==> src/rtl/sdp_addsub_pipe_pkg.sv <==
// Shared types and arithmetic for the sdp add/sub pipeline.
// sdp_addsub works on sign-extended operands so one function serves every width W < SDP_MAX_W.
package sdp_pkg;

   localparam logic SDP_OP_ADD = 1'b1;
   localparam logic SDP_OP_SUB = 1'b0;
   localparam int unsigned SDP_MAX_W = 64;

   // Returns {ovf, result}; only result[w-1:0] is meaningful.
   function automatic logic [SDP_MAX_W:0] sdp_addsub(input logic [SDP_MAX_W-1:0] acc,
                                                     input logic [SDP_MAX_W-1:0] op,
                                                     input logic              add,
                                                     input logic              sat,
                                                     input int unsigned       w);
      logic signed [SDP_MAX_W:0] a_s;
      logic signed [SDP_MAX_W:0] o_s;
      logic signed [SDP_MAX_W:0] sum;
      logic signed [SDP_MAX_W:0] max_v;
      logic signed [SDP_MAX_W:0] min_v;
      logic                      ovf;
      logic [SDP_MAX_W-1:0]      res;
      a_s   = signed'({acc[SDP_MAX_W-1], acc});
      o_s   = signed'({op[SDP_MAX_W-1], op});
      sum   = (add == SDP_OP_ADD) ? a_s + o_s : a_s - o_s;
      max_v = (65'sd1 <<< (w - 1)) - 65'sd1;
      min_v = -max_v - 65'sd1;
      ovf   = (sum > max_v) || (sum < min_v);
      if (sat && ovf) begin
         res = sum[SDP_MAX_W] ? min_v[SDP_MAX_W-1:0] : max_v[SDP_MAX_W-1:0];
      end else begin
         res = sum[SDP_MAX_W-1:0];
      end
      return {ovf, res};
   endfunction

endpackage

==> src/rtl/sdp_addsub_pipe_if.sv <==
// Valid/ready bus of the sdp add/sub pipeline: input transaction side and result side.
interface sdp_addsub_pipe_if #(
   parameter int unsigned W    = 8,
   parameter int unsigned NOPS = 2
);
   logic              in_valid;
   logic              in_ready;
   logic [NOPS-1:0]   in_ctl;
   logic [W-1:0]      in_a;
   logic [NOPS*W-1:0] in_ops;
   logic              out_valid;
   logic              out_ready;
   logic [W-1:0]      out_data;
   logic              out_ovf;

   modport master (
      output in_valid, in_ctl, in_a, in_ops, out_ready,
      input  in_ready, out_valid, out_data, out_ovf
   );

   modport slave (
      input  in_valid, in_ctl, in_a, in_ops, out_ready,
      output in_ready, out_valid, out_data, out_ovf
   );
endinterface

==> src/rtl/sdp_addsub_pipe_stage.sv <==
// One elastic add/sub stage: applies operand 0 under ctl bit 0, shifts the rest down by one slot.
module sdp_addsub_stage
   import sdp_pkg::*;
#(
   parameter int unsigned W        = 8,
   parameter int unsigned NOPS     = 2,
   parameter bit          SATURATE = 1'b0
) (
   input  logic              clk,
   input  logic              reset,
   input  logic              in_valid,
   output logic              in_ready,
   input  logic [W-1:0]      in_acc,
   input  logic [NOPS*W-1:0] in_ops,
   input  logic [NOPS-1:0]   in_ctl,
   input  logic              in_ovf,
   output logic              out_valid,
   input  logic              out_ready,
   output logic [W-1:0]      out_acc,
   output logic [NOPS*W-1:0] out_ops,
   output logic [NOPS-1:0]   out_ctl,
   output logic              out_ovf
);
   logic              valid_q;
   logic [W-1:0]      acc_q;
   logic [NOPS*W-1:0] ops_q;
   logic [NOPS-1:0]   ctl_q;
   logic              ovf_q;
   logic [SDP_MAX_W:0] calc;
   logic              unused_calc;

   always_comb begin
      calc = sdp_addsub(SDP_MAX_W'(signed'(in_acc)), SDP_MAX_W'(signed'(in_ops[W-1:0])),
                        in_ctl[0], SATURATE, W);
   end
   assign unused_calc = ^calc;

   assign in_ready = !valid_q || out_ready;

   always_ff @(posedge clk) begin
      if (reset) begin
         valid_q <= 1'b0;
         acc_q   <= '0;
         ops_q   <= '0;
         ctl_q   <= '0;
         ovf_q   <= 1'b0;
      end else if (in_ready) begin
         valid_q <= in_valid;
         if (in_valid) begin
            acc_q <= calc[W-1:0];
            ops_q <= in_ops >> W;
            ctl_q <= in_ctl >> 1;
            ovf_q <= in_ovf | calc[SDP_MAX_W];
         end
      end
   end

   assign out_valid = valid_q;
   assign out_acc   = acc_q;
   assign out_ops   = ops_q;
   assign out_ctl   = ctl_q;
   assign out_ovf   = ovf_q;
endmodule

==> src/rtl/sdp_addsub_pipe.sv <==
// Elastic add/sub pipeline: capture register followed by NOPS arithmetic stages.
// Latency NOPS+1, one transaction per cycle, combinational ready chain so bubbles collapse.
module sdp_addsub_pipe
   import sdp_pkg::*;
#(
   parameter int unsigned W        = 8,
   parameter int unsigned NOPS     = 2,
   parameter bit          SATURATE = 1'b0
) (
   input logic              clk,
   input logic              reset,
   sdp_addsub_pipe_if.slave bus
);
   logic              v0_q;
   logic [W-1:0]      a0_q;
   logic [NOPS*W-1:0] ops0_q;
   logic [NOPS-1:0]   ctl0_q;
   logic              in_ready;

   logic [NOPS:0]     vld;
   logic [NOPS:0]     dn_rdy;
   logic [NOPS:1]     up_rdy;
   logic [NOPS:0]     ovf;
   logic [W-1:0]      acc [NOPS+1];
   logic [NOPS*W-1:0] ops [NOPS+1];
   logic [NOPS-1:0]   ctl [NOPS+1];
   logic              unused_tail;

   always_ff @(posedge clk) begin
      if (reset) begin
         v0_q   <= 1'b0;
         a0_q   <= '0;
         ops0_q <= '0;
         ctl0_q <= '0;
      end else if (in_ready) begin
         v0_q <= bus.in_valid;
         if (bus.in_valid) begin
            a0_q   <= bus.in_a;
            ops0_q <= bus.in_ops;
            ctl0_q <= bus.in_ctl;
         end
      end
   end

   assign vld[0] = v0_q;
   assign acc[0] = a0_q;
   assign ops[0] = ops0_q;
   assign ctl[0] = ctl0_q;
   assign ovf[0] = 1'b0;

   // Ready seen by stage k's output: downstream accepts, or some later stage is empty.
   always_comb begin
      logic rdy_acc;
      dn_rdy  = '0;
      rdy_acc = bus.out_ready;
      for (int k = NOPS; k >= 0; k--) begin
         dn_rdy[k] = rdy_acc;
         rdy_acc   = rdy_acc | ~vld[k];
      end
   end

   assign in_ready = !v0_q || dn_rdy[0];

   for (genvar k = 1; k <= NOPS; k++) begin : g_stage
      sdp_addsub_stage #(
         .W        (W),
         .NOPS     (NOPS),
         .SATURATE (SATURATE)
      ) u_stage (
         .clk       (clk),
         .reset     (reset),
         .in_valid  (vld[k-1]),
         .in_ready  (up_rdy[k]),
         .in_acc    (acc[k-1]),
         .in_ops    (ops[k-1]),
         .in_ctl    (ctl[k-1]),
         .in_ovf    (ovf[k-1]),
         .out_valid (vld[k]),
         .out_ready (dn_rdy[k]),
         .out_acc   (acc[k]),
         .out_ops   (ops[k]),
         .out_ctl   (ctl[k]),
         .out_ovf   (ovf[k])
      );
   end

   assign unused_tail = ^{ops[NOPS], ctl[NOPS], up_rdy};

   assign bus.in_ready  = in_ready;
   assign bus.out_valid = vld[NOPS];
   assign bus.out_data  = acc[NOPS];
   assign bus.out_ovf   = ovf[NOPS];
endmodule

==> src/flat_wrapper.sv <==
// flat-port wrapper written by rule: the top's interface ports become plain ports
module sdp_addsub_pipe_flat import sdp_pkg::*;
#(
   parameter int unsigned W        = 8,
   parameter int unsigned NOPS     = 2,
   parameter bit          SATURATE = 1'b0
)
  (clk, reset, bus_in_valid, bus_in_ctl, bus_in_a, bus_in_ops, bus_out_ready, bus_in_ready, bus_out_valid, bus_out_data, bus_out_ovf);
  sdp_addsub_pipe_if #(.W(W), .NOPS(NOPS)) bus_i ();
  input logic clk;
  input logic reset;
  input wire logic [$bits(bus_i.in_valid)-1:0] bus_in_valid;
  input wire logic [$bits(bus_i.in_ctl)-1:0] bus_in_ctl;
  input wire logic [$bits(bus_i.in_a)-1:0] bus_in_a;
  input wire logic [$bits(bus_i.in_ops)-1:0] bus_in_ops;
  input wire logic [$bits(bus_i.out_ready)-1:0] bus_out_ready;
  output wire logic [$bits(bus_i.in_ready)-1:0] bus_in_ready;
  output wire logic [$bits(bus_i.out_valid)-1:0] bus_out_valid;
  output wire logic [$bits(bus_i.out_data)-1:0] bus_out_data;
  output wire logic [$bits(bus_i.out_ovf)-1:0] bus_out_ovf;
  assign bus_i.in_valid = bus_in_valid;
  assign bus_i.in_ctl = bus_in_ctl;
  assign bus_i.in_a = bus_in_a;
  assign bus_i.in_ops = bus_in_ops;
  assign bus_i.out_ready = bus_out_ready;
  assign bus_in_ready = bus_i.in_ready;
  assign bus_out_valid = bus_i.out_valid;
  assign bus_out_data = bus_i.out_data;
  assign bus_out_ovf = bus_i.out_ovf;
  sdp_addsub_pipe #(.W(W), .NOPS(NOPS), .SATURATE(SATURATE)) u_core (.clk(clk), .reset(reset), .bus(bus_i));
endmodule
==> config.mk <==
export PLATFORM = sky130hd
export DESIGN_NAME = sdp_addsub_pipe_flat
export DESIGN_NICKNAME = d
export VERILOG_FILES = /design/src/rtl/sdp_addsub_pipe_pkg.sv /design/src/rtl/sdp_addsub_pipe_if.sv /design/src/rtl/sdp_addsub_pipe_stage.sv /design/src/rtl/sdp_addsub_pipe.sv /design/src/flat_wrapper.sv
export SDC_FILE = /design/constraint.sdc
export NUM_CORES = 1
export LEC_CHECK = 0
export ABC_AREA = 1
export ABC_CLOCK_PERIOD_IN_PS = 2340
export BUFFER_PORTS_ARGS = -buffer_cell sky130_fd_sc_hd__buf_2
export CELL_PAD_IN_SITES_DETAIL_PLACEMENT = 1
export CELL_PAD_IN_SITES_GLOBAL_PLACEMENT = 2
export CORE_MARGIN = 1.5
export CORE_UTILIZATION = 30
export DETAILED_ROUTE_END_ITERATION = 8
export GPL_TIMING_DRIVEN = 0
export HOLD_SLACK_MARGIN = 0.15
export PLACE_DENSITY_LB_ADDON = 0.1
export SLEW_MARGIN = 15
export SYNTH_ARGS = -nofsm -noshare
export SYNTH_HDL_FRONTEND = slang
export SYNTH_HIERARCHICAL = 1
export SYNTH_SLANG_ARGS = --single-unit
==> constraint.sdc <==
create_clock -name clk -period 2.34 [get_ports clk]
set_input_delay 0.234 -clock clk [delete_from_list [all_inputs] [get_ports clk]]
set_output_delay 0.234 -clock clk [all_outputs]
set_load 0.02 [all_outputs]
* Yosys cells after proc, flatten, opt, wreduce, memory -nomap -nowiden
Index checks and enable logic that the tools add are counted.
** Operators by class
- $add $sub $neg :: 4
- Bitwise logic cells :: 5
- Reduce and logical (&&, ||, !) cells :: 11
- Order comparisons :: 4
- Muxes and demuxes :: 2
** Operator list (count)
- $gt 65x8->1 const B :: 2
- $lt 65x8->1 const B :: 2
- $mux 65 :: 2
- $add 8x8->9 :: 2
- $sub 8x8->9 :: 2
- $reduce_and 2->1 :: 3
- $logic_or 1x1->1 :: 5
- $logic_not 1->1 :: 3
- $or 1x1->1 :: 3
- $not 1->1 :: 2
** Word-level totals
- Register bits after elaboration :: 56
- Bits of input ports :: 30
- Logic and storage cells :: 38

* Longest topological paths before layout
- Word-level depth :: 5
- Depth in mapped cells :: 20
- Gate-level depth less buffers :: 20

* By module
Netlist, hierarchy kept.
** Modules (own cells, without submodules)
- sdp_addsub_pipe :: cells each 180, area an instance 1301.2 um^2, sequential area each 540.5 um^2, instances 1
- sdp_addsub_stage at u_core.g_stage[1].u_stage :: cells each 184, area an instance 1258.7 um^2, sequential area each 380.4 um^2, instances 1
- sdp_addsub_stage at u_core.g_stage[2].u_stage :: cells each 182, area an instance 1253.7 um^2, sequential area each 380.4 um^2, instances 1

* Worst setup path after synthesis
No wires, ideal clock.
- Kind :: reg2reg
- Start :: register u_core.g_stage[1].u_stage.ops_q[0]
- End :: register u_core.g_stage[2].u_stage.ovf_q
- Period minus slack after synthesis :: 2125 ps
- Setup time :: 117 ps
- Data required time :: 2223 ps
- Stages on the path, launching flop included :: 14
- Slack :: 215 ps
- Buffers on the path :: 0
- Arrival time :: 2008 ps
- Path through :: dfxtp_1 > inv_1 > ha_1 > nand2_1 > o21ai_0 > fa_1 > nand3_1 > nand3_1 > a21oi_4 > nand3_1 > nand3_1 > nand2_1 > nor2_1 > nor2_1
** Between the ends
- Longest elaborated chain between the ends :: 5
- Elaborated cells on any way between the ends :: 7
- Classes of those cells :: 2 x add/sub; 2 x order compare; 1 x mux; 1 x bitwise; 1 x reduce/logical
** Ends and longest elaborated chain
- from (decl) :: RTL line sdp_addsub_pipe_stage.sv:26 : logic [NOPS*W-1:0] ops_q;
- from (signal assigned) :: RTL line sdp_addsub_pipe_stage.sv:51 : ops_q <= in_ops >> W;
- $sub 8x8->9 / $add 8x8->9 (equally long branches) :: RTL line sdp_addsub_pipe_pkg.sv:24 : sum = (add == SDP_OP_ADD) ? a_s + o_s : a_s - o_s;
- $mux 65 (*) :: RTL line sdp_addsub_pipe_pkg.sv:24
- $gt 65x8->1 / $lt 65x8->1 (equally long branches) :: RTL line sdp_addsub_pipe_pkg.sv:27 : ovf = (sum > max_v) || (sum < min_v);
- $logic_or 1x1->1 (*) :: RTL line sdp_addsub_pipe_pkg.sv:27
- $or 1x1->1 (*) :: RTL line sdp_addsub_pipe_stage.sv:53 : ovf_q <= in_ovf | calc[SDP_MAX_W];
- to (signal assigned) :: RTL line sdp_addsub_pipe_stage.sv:53
- to (decl) :: RTL line sdp_addsub_pipe_stage.sv:28 : logic ovf_q;
Mark *: on every way between the ends. The rest lies on a longest branch, timed or not.
A chain may end at the register's enable or synchronous reset.

* Worst setup path after layout
- Start :: register u_core.g_stage[1].u_stage.ops_q[1]
- End :: register u_core.g_stage[2].u_stage.ovf_q
Same word-level chain as after synthesis.

==> results.toml <==
[pwr]
switching_share = 0.355
max-vdd-ir-drop_uv = 223
p_seq_frac = 0.422
power_density_nw_per_um2 = 617
comb_power_share = 0.347
power.clock.fraction = 0.231
switching_power_uw = 914
leakage_nw = 2.12
intPower_mw = 1.66

[cells_and_area]
post-route-util = 0.383
final_common_cell = "nand2_1"
layout.nets = 599
most-common-layout-cells = "nand2_1, nor2_1, inv_1, buf_2, dfxtp_1"
area_growth_pct = 23.4
drive_gt1_frac = 0.256
stdcell_area_um2 = 4170
num_antenna_cells = 0

[sta]
period_needed_ns = 2.23
period_share = 0.955
clock.fmax_mhz = 448
rsz0062_at_grt = "yes"
fin_ws_ns = 0.106
drv_slew = 0
setup_viol = 0
fin_tns_setup_ns = 0
fin_skew_ns = 0.00601
hold_viol = 0

[cts]
cts_buffers = 5
clk_pin_slew_ns = 0.11
clkLatencyLatePin_ns = 0.32
cts_max_level = 2
cts.sinks = 56
cts-hold-fix-buffers = 0
cts_root_buf = "clkbuf_8"
cts_buffer_depth = 2
cts_tree = "done"

[routing]
postRouteAntennaNets = 0
drt-wirelength-per-cell_um = 13.4
vias_per_cell = 4.60
num_vias = 3175
drc = 0
routed_wl_um = 9230
first_pass_iters = 4
drt-initial-drc-count = 99

[placement]
placed_cell_area_um2 = 3750
place.gp.congestion = 0.747
place_ws_ns = -0.140
dp_hpwl_um = 7330
port_buffers = 39

[worst_hold_path]
hold_path_class = "input port to flop"

[synthesis]
synth.avg_cell_area_um2 = 6.89
syn_area_um2 = 3380
syn_inst = 490
synth_warnings = 6
syn_nets = 540

[global_route]
grt_usage = 0.168
antenna_found_initial = 0
grt_first_pass_wirelength_um = 15400
grt_pass1_vias = 3132
overflow = 0
grt_max_degree = 18

[worst_setup_path]
endpoint_kind = "flop"
worst-path-max-fanout = 4
r2r_start = "u_core/g_stage[1].u_stage/out_ops[1]"
cpMaxStageDelayCell = "dfxtp_4"
required_ns = 2.56
cp-start-kind = "flop"
path_cells = "inv_4, ha_4, inv_1, nor2_2, nand3_1, nand2_2, xnor2_4, ha_4, nand2_2, inv_1, nand2_1, nand2_2, a21oi_4, inv_1, nand2_1, a21oi_1, nor2_1, nor2_1"
worstSetupPathType = "flop to flop"
cp.arrival_ns = 2.46
crit_path_start = "u_core/g_stage[1].u_stage/out_ops[1]"
max_stage_delay_ns = 0.38
r2r_end = "u_core/g_stage[2].u_stage/out_ovf"
r2r_slack_ns = 0.11
endpoint = "u_core/g_stage[2].u_stage/out_ovf"
r2r_cells = 18

[floorplanning]
die-height_um = 109
coreArea_um2 = 10900
start_util = 0.310
io_pins = 41
die_w_um = 109
rows = 38
fp.dieArea_um2 = 11900

[job]
maxCapViolCount = 0

[outcome]
outcome = "complete, no violations"
-- routing by layer --
layer / track usage / part of all wire
met5: 0 / 0
met4: 0.0423 / 0.010
met3: 0.0251 / 0.021
met2: 0.271 / 0.45
met1: 0.235 / 0.52
-- stage by stage --
step	total power [mW]	instances	hold slack [ns]
finish	2.57	690	0.215
global route	2.77	690	0.217
CTS	2.50	679	0.206
detailed placement	1.85	669	0.463
global placement	1.82	669	0.460
floorplan	1.64	490	0.303
-- how the worst min path moves through the flow --
stage                            startpoint                             endpoint  slack (ns)  cells past startpoint
after floorplan                       reset  u_core/g_stage[1].u_stage/out_valid        0.30                      1
after global placement    u_core/ops0_q[10]                    u_core/ops0_q[10]        0.46                      2
after detailed placement  u_core/ops0_q[11]                    u_core/ops0_q[11]        0.46                      2
after CTS                    bus_in_ops[11]                    u_core/ops0_q[11]        0.21                      5
after global routing          bus_in_ops[7]                     u_core/ops0_q[7]        0.22                      5
final                        bus_in_ops[11]                    u_core/ops0_q[11]        0.21                      5
-- flip-flops by register name, summed over array words and instances (netlist names) --
name	count
u_core/g_stage.u_stage/out_ops	8
u_core/g_stage.u_stage/out_ctl	1
u_core/g_stage.u_stage/out_ovf	2
u_core/a0_q	8
u_core/v0_q	1
u_core/ctl0_q	2
u_core/ops0_q	16
u_core/g_stage.u_stage/out_acc	16
u_core/g_stage.u_stage/out_valid	2
-- power groups by stage --
stage / Combinational [mW] / Sequential (mW) / Clock [mW]
after floorplan: 0.546 / 1.09 / 0
after global placement: 0.724 / 1.10 / 0
after detailed placement: 0.747 / 1.10 / 0
after CTS: 0.784 / 1.08 / 0.629
after global routing: 1.01 / 1.10 / 0.655
final: 0.893 / 1.08 / 0.594
-- worst max-delay path, delay by kind of cell (launching register included) --
kind,cells,cell delay (ns)
AOI/OAI and AO/OA,2,0.22
and+or+nand+nor,9,0.81
adders and majority gates,2,0.38
DFF,1,0.38
buffers and inverters,4,0.21
xor gates and xnor gates,1,0.15
-- final cells by class --
cell class	instances	area [µm²]
clock inverter	2	13.8
multi-input combinational	348	2080
fill	1388	6720
timing repair buffer	52	297
tap	140	175
clock buffer	6	82.6
sequential	56	1140
inverter	65	246
buffer	21	134
-- repair_timing --
action | 4_1_cts | 5_1_grt
setup buffers | 2 | 11
resized for setup | 17 | 40
endpoints found under the setup margin | 4 | 7
pin swaps | 4 | 25
Note: power is estimated with default switching activity, not from simulation.
